--- src/rtl/countdown_timer_pkg.sv ---
// Shared types and constants for the BCD MM:SS countdown timer.
package countdown_timer_pkg;

    // Controller states; 2-bit encoding
    typedef enum logic [1:0] {
        ST_IDLE  = 2'd0,
        ST_RUN   = 2'd1,
        ST_PAUSE = 2'd2,
        ST_DONE  = 2'd3
    } state_e;

    // Largest legal value of the seconds-tens digit and of every other digit
    localparam logic [3:0] SEC_T_MAX = 4'd5;
    localparam logic [3:0] DIGIT_MAX = 4'd9;

    // Bit offsets of each digit in the 16-bit time vector {min_t, min_o, sec_t, sec_o}
    localparam int MIN_T_LSB = 12;
    localparam int MIN_O_LSB = 8;
    localparam int SEC_T_LSB = 4;
    localparam int SEC_O_LSB = 0;

    // Limit one digit to its maximum legal value
    function automatic logic [3:0] clamp_digit(input logic [3:0] d, input logic [3:0] maxv);
        return (d > maxv) ? maxv : d;
    endfunction

    // Force a raw 16-bit load value into a legal MM:SS BCD time
    function automatic logic [15:0] clamp_time(input logic [15:0] v);
        logic [15:0] r;
        r = '0;
        r[MIN_T_LSB +: 4] = clamp_digit(v[MIN_T_LSB +: 4], DIGIT_MAX);
        r[MIN_O_LSB +: 4] = clamp_digit(v[MIN_O_LSB +: 4], DIGIT_MAX);
        r[SEC_T_LSB +: 4] = clamp_digit(v[SEC_T_LSB +: 4], SEC_T_MAX);
        r[SEC_O_LSB +: 4] = clamp_digit(v[SEC_O_LSB +: 4], DIGIT_MAX);
        return r;
    endfunction

endpackage

--- src/rtl/countdown_timer_digit.sv ---
// One BCD digit of the borrow chain: combinational decrement with wrap to MAX.
module bcd_down_digit
    import countdown_timer_pkg::*;
#(
    parameter logic [3:0] MAX = DIGIT_MAX
) (
    input  logic [3:0] digit_i,
    input  logic       borrow_i,
    output logic [3:0] digit_o,
    output logic       borrow_o
);

    // Decrement only when borrowed from; a zero digit wraps to MAX and passes the borrow on
    always_comb begin
        digit_o  = digit_i;
        borrow_o = 1'b0;
        if (borrow_i) begin
            if (digit_i == 4'd0) begin
                digit_o  = MAX;
                borrow_o = 1'b1;
            end else begin
                digit_o = digit_i - 4'd1;
            end
        end
    end

endmodule

--- src/rtl/countdown_timer.sv ---
// BCD MM:SS countdown timer: prescaled tick input, start/pause/load control,
// one-cycle done pulse on reaching 00:00.
module countdown_timer
    import countdown_timer_pkg::*;
#(
    parameter int TICK_DIV = 1,
    parameter int PRE_W    = 10
) (
    input  logic        clk,
    input  logic        clear,
    input  logic        tick,
    input  logic        start,
    input  logic        pause,
    input  logic        load,
    input  logic [15:0] load_val,
    output logic [3:0]  min_t,
    output logic [3:0]  min_o,
    output logic [3:0]  sec_t,
    output logic [3:0]  sec_o,
    output logic        running,
    output logic        done
);

    localparam logic [PRE_W-1:0] PRE_LAST = PRE_W'(TICK_DIV - 1);

    state_e           state_q, state_d;
    logic [15:0]      time_q, time_d;
    logic [PRE_W-1:0] pre_q, pre_d;
    logic             running_q, running_d;
    logic             done_q, done_d;

    logic [15:0]      dec_time;
    logic             borrow_sec_o, borrow_sec_t, borrow_min_o;
    // Borrow out of the top digit with a borrow forced in at the bottom means every digit is zero
    logic             time_zero;

    // Borrow chain: seconds ones always borrows, so dec_time is time_q minus one second
    bcd_down_digit #(.MAX(DIGIT_MAX)) u_sec_o (
        .digit_i  (time_q[SEC_O_LSB +: 4]),
        .borrow_i (1'b1),
        .digit_o  (dec_time[SEC_O_LSB +: 4]),
        .borrow_o (borrow_sec_o)
    );

    bcd_down_digit #(.MAX(SEC_T_MAX)) u_sec_t (
        .digit_i  (time_q[SEC_T_LSB +: 4]),
        .borrow_i (borrow_sec_o),
        .digit_o  (dec_time[SEC_T_LSB +: 4]),
        .borrow_o (borrow_sec_t)
    );

    bcd_down_digit #(.MAX(DIGIT_MAX)) u_min_o (
        .digit_i  (time_q[MIN_O_LSB +: 4]),
        .borrow_i (borrow_sec_t),
        .digit_o  (dec_time[MIN_O_LSB +: 4]),
        .borrow_o (borrow_min_o)
    );

    bcd_down_digit #(.MAX(DIGIT_MAX)) u_min_t (
        .digit_i  (time_q[MIN_T_LSB +: 4]),
        .borrow_i (borrow_min_o),
        .digit_o  (dec_time[MIN_T_LSB +: 4]),
        .borrow_o (time_zero)
    );

    // Next-state, time, prescaler and output decode for the control FSM
    always_comb begin
        state_d = state_q;
        time_d  = time_q;
        pre_d   = pre_q;
        done_d  = 1'b0;

        case (state_q)
            ST_IDLE: begin
                if (load) begin
                    time_d = clamp_time(load_val);
                    pre_d  = '0;
                end else if (start && !time_zero) begin
                    state_d = ST_RUN;
                    pre_d   = '0;
                end
            end

            ST_RUN: begin
                // Pause beats both a coincident tick and start; load is ignored here
                if (pause) begin
                    state_d = ST_PAUSE;
                end else if (tick) begin
                    if (pre_q == PRE_LAST) begin
                        pre_d  = '0;
                        time_d = dec_time;
                        if (dec_time == 16'h0000) begin
                            state_d = ST_DONE;
                            done_d  = 1'b1;
                        end
                    end else begin
                        pre_d = pre_q + PRE_W'(1);
                    end
                end
            end

            ST_PAUSE: begin
                // Resume keeps the partial prescaler count
                if (load) begin
                    time_d = clamp_time(load_val);
                    pre_d  = '0;
                end else if (start && !pause) begin
                    state_d = ST_RUN;
                end
            end

            ST_DONE: begin
                if (load) begin
                    time_d  = clamp_time(load_val);
                    pre_d   = '0;
                    state_d = ST_IDLE;
                end
            end

            default: state_d = ST_IDLE;
        endcase

        running_d = (state_d == ST_RUN);
    end

    // State, time, prescaler and registered outputs; clear overrides every other input
    always_ff @(posedge clk) begin
        if (clear) begin
            state_q   <= ST_IDLE;
            time_q    <= '0;
            pre_q     <= '0;
            running_q <= 1'b0;
            done_q    <= 1'b0;
        end else begin
            state_q   <= state_d;
            time_q    <= time_d;
            pre_q     <= pre_d;
            running_q <= running_d;
            done_q    <= done_d;
        end
    end

    assign min_t   = time_q[MIN_T_LSB +: 4];
    assign min_o   = time_q[MIN_O_LSB +: 4];
    assign sec_t   = time_q[SEC_T_LSB +: 4];
    assign sec_o   = time_q[SEC_O_LSB +: 4];
    assign running = running_q;
    assign done    = done_q;

endmodule
--- config.mk ---
export PLATFORM = sky130hd
export DESIGN_NAME = countdown_timer
export DESIGN_NICKNAME = d
export VERILOG_FILES = /design/src/rtl/countdown_timer_pkg.sv /design/src/rtl/countdown_timer_digit.sv /design/src/rtl/countdown_timer.sv
export SDC_FILE = /design/constraint.sdc
export NUM_CORES = 1
export LEC_CHECK = 0
export ABC_AREA = 1
export ABC_CLOCK_PERIOD_IN_PS = 1700
export CAP_MARGIN = 20
export CORE_AREA = 2 2 75 77
export DETAILED_ROUTE_END_ITERATION = 6
export DIE_AREA = 0 0 77 79
export PLACE_DENSITY = 0.64
export RECOVER_POWER = 100
export SYNTH_ARGS = -nofsm -noshare
export SYNTH_HDL_FRONTEND = slang
export SYNTH_SLANG_ARGS = --single-unit
export TNS_END_PERCENT = 10
--- constraint.sdc ---
create_clock -name clk -period 1.7 [get_ports clk]
set_clock_uncertainty 0.15 [all_clocks]
set_input_delay 0.255 -clock clk [delete_from_list [all_inputs] [get_ports clk]]
set_output_delay 0.255 -clock clk [all_outputs]
set_load 0.01 [all_outputs]
After elaboration in Yosys (flattened, before gate mapping):

Index checks and enable logic that the tools add are counted.
W data, S select, Z words.

* bits in registers: 30
* word-level logic and storage cells: 84

* multiplexer cells: 41
* order comparisons: 4
* bitwise logic cells: 3
* equality and inequality tests: 10
* reductions and logical operators: 16
* add/subtract/negate cells: 5

Operators with widths (number)
* $mux W16: 4
* $mux W10: 6
* $mux W4: 11
* $pmux W16 S2: 1
* $pmux W10 S3: 1
* $mux W2: 9
* $logic_not A16 Y1: 1
* $logic_not A4 Y1: 4
* $sub A4 B1 Y4 const B: 4
* $gt A4 B4 Y1 const B: 3
* $add A10 B1 Y10 const B: 1
* $logic_not A10 Y1: 1
* $mux W1: 8
* $pmux W2 S4: 1
* $reduce_and A4 Y1: 2
* $ne A2 B2 Y1 const B: 3
* $reduce_or A5 Y1: 1
* $eq A2 B1 Y1 const B: 2
* $eq A2 B2 Y1 const B: 2
* $gt A4 B3 Y1 const B: 1
* $ne A2 B1 Y1 const B: 2
* $ne A3 B3 Y1 const B: 1
* $not A1 Y1: 3
* $reduce_or A3 Y1: 1
* other kinds (4): 6

Longest topological paths before layout:

* depth in word-level cells: 12
* mapped depth: 16
* depth with buffers taken out: 16

Hierarchy:

From an unflattened synthesis, not the netlist that was laid out.

* cell total of the unflattened synthesis: 328
* area, all modules: 1998.2 µm²

Modules (own cells, without submodules)
* countdown_timer: cells an instance 261, times used 1, seq. area each 600.6 µm², area each 1656.6 µm²
* bcd_down_digit at u_min_o ...: cells an instance 17, times used 3, seq. area each 0.0 µm², area each 87.6 µm²
* bcd_down_digit at u_sec_t: cells an instance 16, times used 1, seq. area each 0.0 µm², area each 78.8 µm²

Worst setup path after synthesis:

No wires, ideal clock.

* kind: register to register
* start: register time_q[0]
* end: register pre_q[9]
* library setup time: 0.123 ns
* setup slack: -0.151 ns
* arrival time: 1.577 ns
* cell stages (with the launch flop): 13
* path through: dfxtp_1 nor2_4 nand2_4 nor2_8 nand2_4 nor2_4 nand2_2 nand2_2 nand2_2 nand2_4 buf_6 o21ai_0 nor3b_2

* longest elaborated chain between the ends: 9

Ends and longest elaborated chain
* start: declaration: line countdown_timer.sv:27 `logic [15:0] time_q, time_d;`
* start signal: assignment: line countdown_timer.sv:136 `time_q <= time_d;`
* $logic_not A4 Y1: line countdown_timer_digit.sv:18 `if (digit_i == 4'd0) begin`
* $mux W1: line countdown_timer_digit.sv:18
* $mux W1 (3 in series): line countdown_timer_digit.sv:17 `if (borrow_i) begin`
* $logic_not A1 Y1: line countdown_timer.sv:78 `end else if (start && !time_zero) begin`
* $logic_and A1 B1 Y1: line countdown_timer.sv:78
* $ne A3 B3 Y1 (no source line)
* $reduce_and A4 Y1 (no source line)
* end signal: assignment: line countdown_timer.sv:137 `pre_q <= pre_d;`
* end: declaration: line countdown_timer.sv:28 `logic [PRE_W-1:0] pre_q, pre_d;`

Every way passes these cells.
A chain may end at the register's enable or synchronous reset.

Worst setup path after layout:

* start: register time_q[1]
* end: register pre_q[7]

The elaborated chain is that of the path after synthesis.

==> impl_metrics.py <==
metrics = {
    "worst_setup_path": {
        "required_ns": 1.78,
        "cp-start-kind": "register",
        "r2r-start": "time_q[1]",
        "worstSetupEndpointType": "register",
        "worstSetupPathType": "register to register",
        "critPathLaunch": "time_q[1]",
        "cp_data_arrival_time_ns": 1.97,
        "crit_fanout": 8,
        "reg2reg_depth": 14,
    },
    "placed_design": {
        "gp_congestion": 0.861,
        "hpwl_mm": 4.75,
        "dp_slack_ns": -0.247,
        "numPortBuffers": 39,
    },
    "synth": {
        "synth-warning-count": 0,
        "synth_seq_area_share": 0.294,
        "syn_inst": 311,
        "synth.area.top_cells": "dfxtp_1 (29%), nand2_1 (12%), inv_1 (7.7%), nor2_1 (6.6%), o21ai_0 (6.4%)",
        "netlist.top_cell.by_area": "dfxtp_1",
        "syn_nets": 335,
        "synth_seq_cells": 30,
        "synth_top_area_share": 0.294,
        "syn_area_sq_um": 2040,
        "syn_avg_cell_area_sq_um": 6.56,
        "synth_cell_types": 38,
    },
    "global_routing": {
        "grt_pass1_wl_mm": 10.6,
        "overflow": 0,
        "top_usage_layer": "met2",
        "grt_max_degree": 17,
        "grt_use_met3": 0.0364,
        "grt_use_met2": 0.381,
        "grt_use_total": 0.213,
        "grt_pass1_vias": 2365,
        "antenna_found_initial": 0,
        "use_met1": 0.262,
    },
    "finish": {
        "fin_util": 0.635,
        "syn_to_final_growth_pct": 66.1,
        "fin_nets": 460,
        "drive_gt1_frac": 0.364,
        "n_antenna_cell": 0,
        "layout_common_cells": "buf_4 (75), nand2_1 (56), inv_1 (39)",
        "layout_commonest_cell": "buf_4",
    },
    "sta": {
        "final.hold.worst_slack_ns": 0.426,
        "slew_headroom": 0.712,
        "period_share": 1.12,
        "setup_violations": 17,
        "layout_setup_ws_ns": -0.198,
        "tightest_slew_ns": 0.431,
        "finalHoldViolations": 0,
        "layout_min_cycle_time_ns": 1.90,
        "drv_slew": 0,
        "max_freq_mhz": 527,
        "grt_setup_unrepaired": "true",
    },
    "pwr": {
        "p_leak_nw": 1.54,
        "switchingPower_uw": 941,
        "clkPwrFrac": 0.231,
        "sequentialPowerShare": 0.305,
        "power.total_mw": 2.64,
        "switching_share": 0.356,
        "powerDensity_nw_per_um2": 780,
        "internal_power_mw": 1.70,
        "vdd_drop_max_mv": 0.386,
        "p_comb_frac": 0.464,
    },
    "floorplan": {
        "dieArea_sq_um": 6080,
        "die_w_microns": 77,
        "num_rows": 27,
        "dieHeight_microns": 79,
        "initial_utilization": 0.382,
        "coreArea_sq_um": 5340,
        "pin_count": 40,
    },
    "outcome": {
        "status": "finished with violations",
        "violations": "setup timing",
    },
    "route": {
        "avgRoutedWirePerCell_microns": 12.7,
        "drc_errors": 0,
        "dr.pass1.iters": 4,
        "num_vias": 2567,
        "drt_iter0_drc": 138,
        "routed_wl_mm": 6.45,
        "ant_nets": 0,
        "vias_per_cell": 5.04,
    },
    "cts": {
        "cts_root_buffer": "clkbuf_8",
        "cts_buffers": 5,
        "clk-insertion-delay-late_ns": 0.28,
        "clock_sinks": 30,
        "cts_tree": "done",
        "cts_buffer_depth": 2,
        "cts.clk_slew.worst_paths_ns": 0.07,
        "h-tree-depth": 2,
    },
    "min_path": {
        "hold_class": "register to register",
        "hold_depth": 3,
        "hp-start": "pre_q[1]",
    },
    "flow_run": {
        "maxCapViolCount": 0,
    },
}
per-layer routing:
layer / wire length, microns / up-vias
li1: - / 1288
met1: 2900 / 1208
met2: 3190 / 64
met3: 281 / 7
met4: 85 / 0
met5: 0 / -
power by group through the flow:
stage / sequential, mW / combinational (mW) / clock [mW]
after floorplan: 0.854 / 0.508 / 0
after global placement: 0.817 / 1.07 / 0
after detailed placement: 0.816 / 1.08 / 0
after CTS: 0.802 / 1.14 / 0.625
after global routing: 0.811 / 1.33 / 0.647
final: 0.806 / 1.22 / 0.611
worst max-delay path: stages (launching register included):
cell and delay [ns]:
dfxtp_1 0.38, nor2_4 0.05, nand2_4 0.12, nor2_8 0.06, nand2_4 0.09, nor2_4 0.04
nand2_2 0.06, nand2_2 0.06, nand2_2 0.08, nand2_4 0.09, buf_4 0.15, buf_4 0.12
o31ai_1 0.19, nand2_1 0.09, a21oi_2 0.10
cell families (layout without fill, tap and decap cells):
kind of cell               Yosys count  in the layout  share of synthesized area
buffers and inverters               53            179                      0.104
DFF                                 30             30                      0.294
and+or+nand+nor                    154            154                      0.369
xor gates and xnor gates             3              3                     0.0129
AOI/OAI and AO/OA                   69             69                      0.207
adders and majority gates            2              2                     0.0123
metrics by stage:
stage | TNS [ns] | std cells | instance area [sq um]
finish | -2.01 | 509 | 3390
global route | -5.06 | 509 | 3390
global placement | -4.53 | 491 | 3080
detailed placement | -4.82 | 491 | 3080
CTS | -1.78 | 506 | 3280
floorplan | -0.230 | 311 | 2060
Yosys cell counts:
library cell,count
clkinv_1,1
or2_2,2
buf_6,1
o22ai_1,1
nand4_1,8
o21ai_0,26
inv_4,1
nand2_2,4
o21bai_1,1
nand3_1,14
nor2_8,1
o211ai_1,1
o31ai_1,2
a21oi_1,14
a21oi_2,2
nand2_4,5
a221oi_1,6
inv_1,42
dfxtp_1,30
a31oi_1,3
o21ai_1,3
ha_1,2
nor3_1,11
a311oi_1,1
xor2_1,3
nor2_1,36
nor3b_1,1
nor3b_2,1
nor4_1,2
a41oi_1,1
nand2_1,64
buf_2,2
a211oi_2,1
o21a_1,3
a211oi_1,4
nor2_4,5
inv_2,3
clkbuf_1,3
final timing paths:
path	end	slack, ns
hold reg to reg	pre_q[1]	0.43
setup reg to reg	pre_q[7]	-0.20
setup / recovery	pre_q[7]	-0.20
hold / removal	pre_q[1]	0.43
registers in the layout (all words and copies together) (netlist names):
signal / cells
done: 1
state_q: 2
time_q: 16
running: 1
pre_q: 10
layout make-up:
type / instances / area, sq um
Multi-Input combinational cell: 228 / 1370
Clock buffer: 7 / 86.3
Timing Repair Buffer: 124 / 1040
Tap cell: 72 / 90.1
Sequential cell: 30 / 616
Inverter: 47 / 181
Clock inverter: 1 / 5.00
Fill cell: 503 / 1950
repair_timing:
item | 4_1_cts | 5_1_grt
hold buffers | 0 | 0
resized for setup | 27 | 38
pin swaps | 7 | 15
endpoints found under the setup margin | 34 | 35
buffers inserted | 7 | 3
Note: power is estimated with default switching activity, not from simulation.
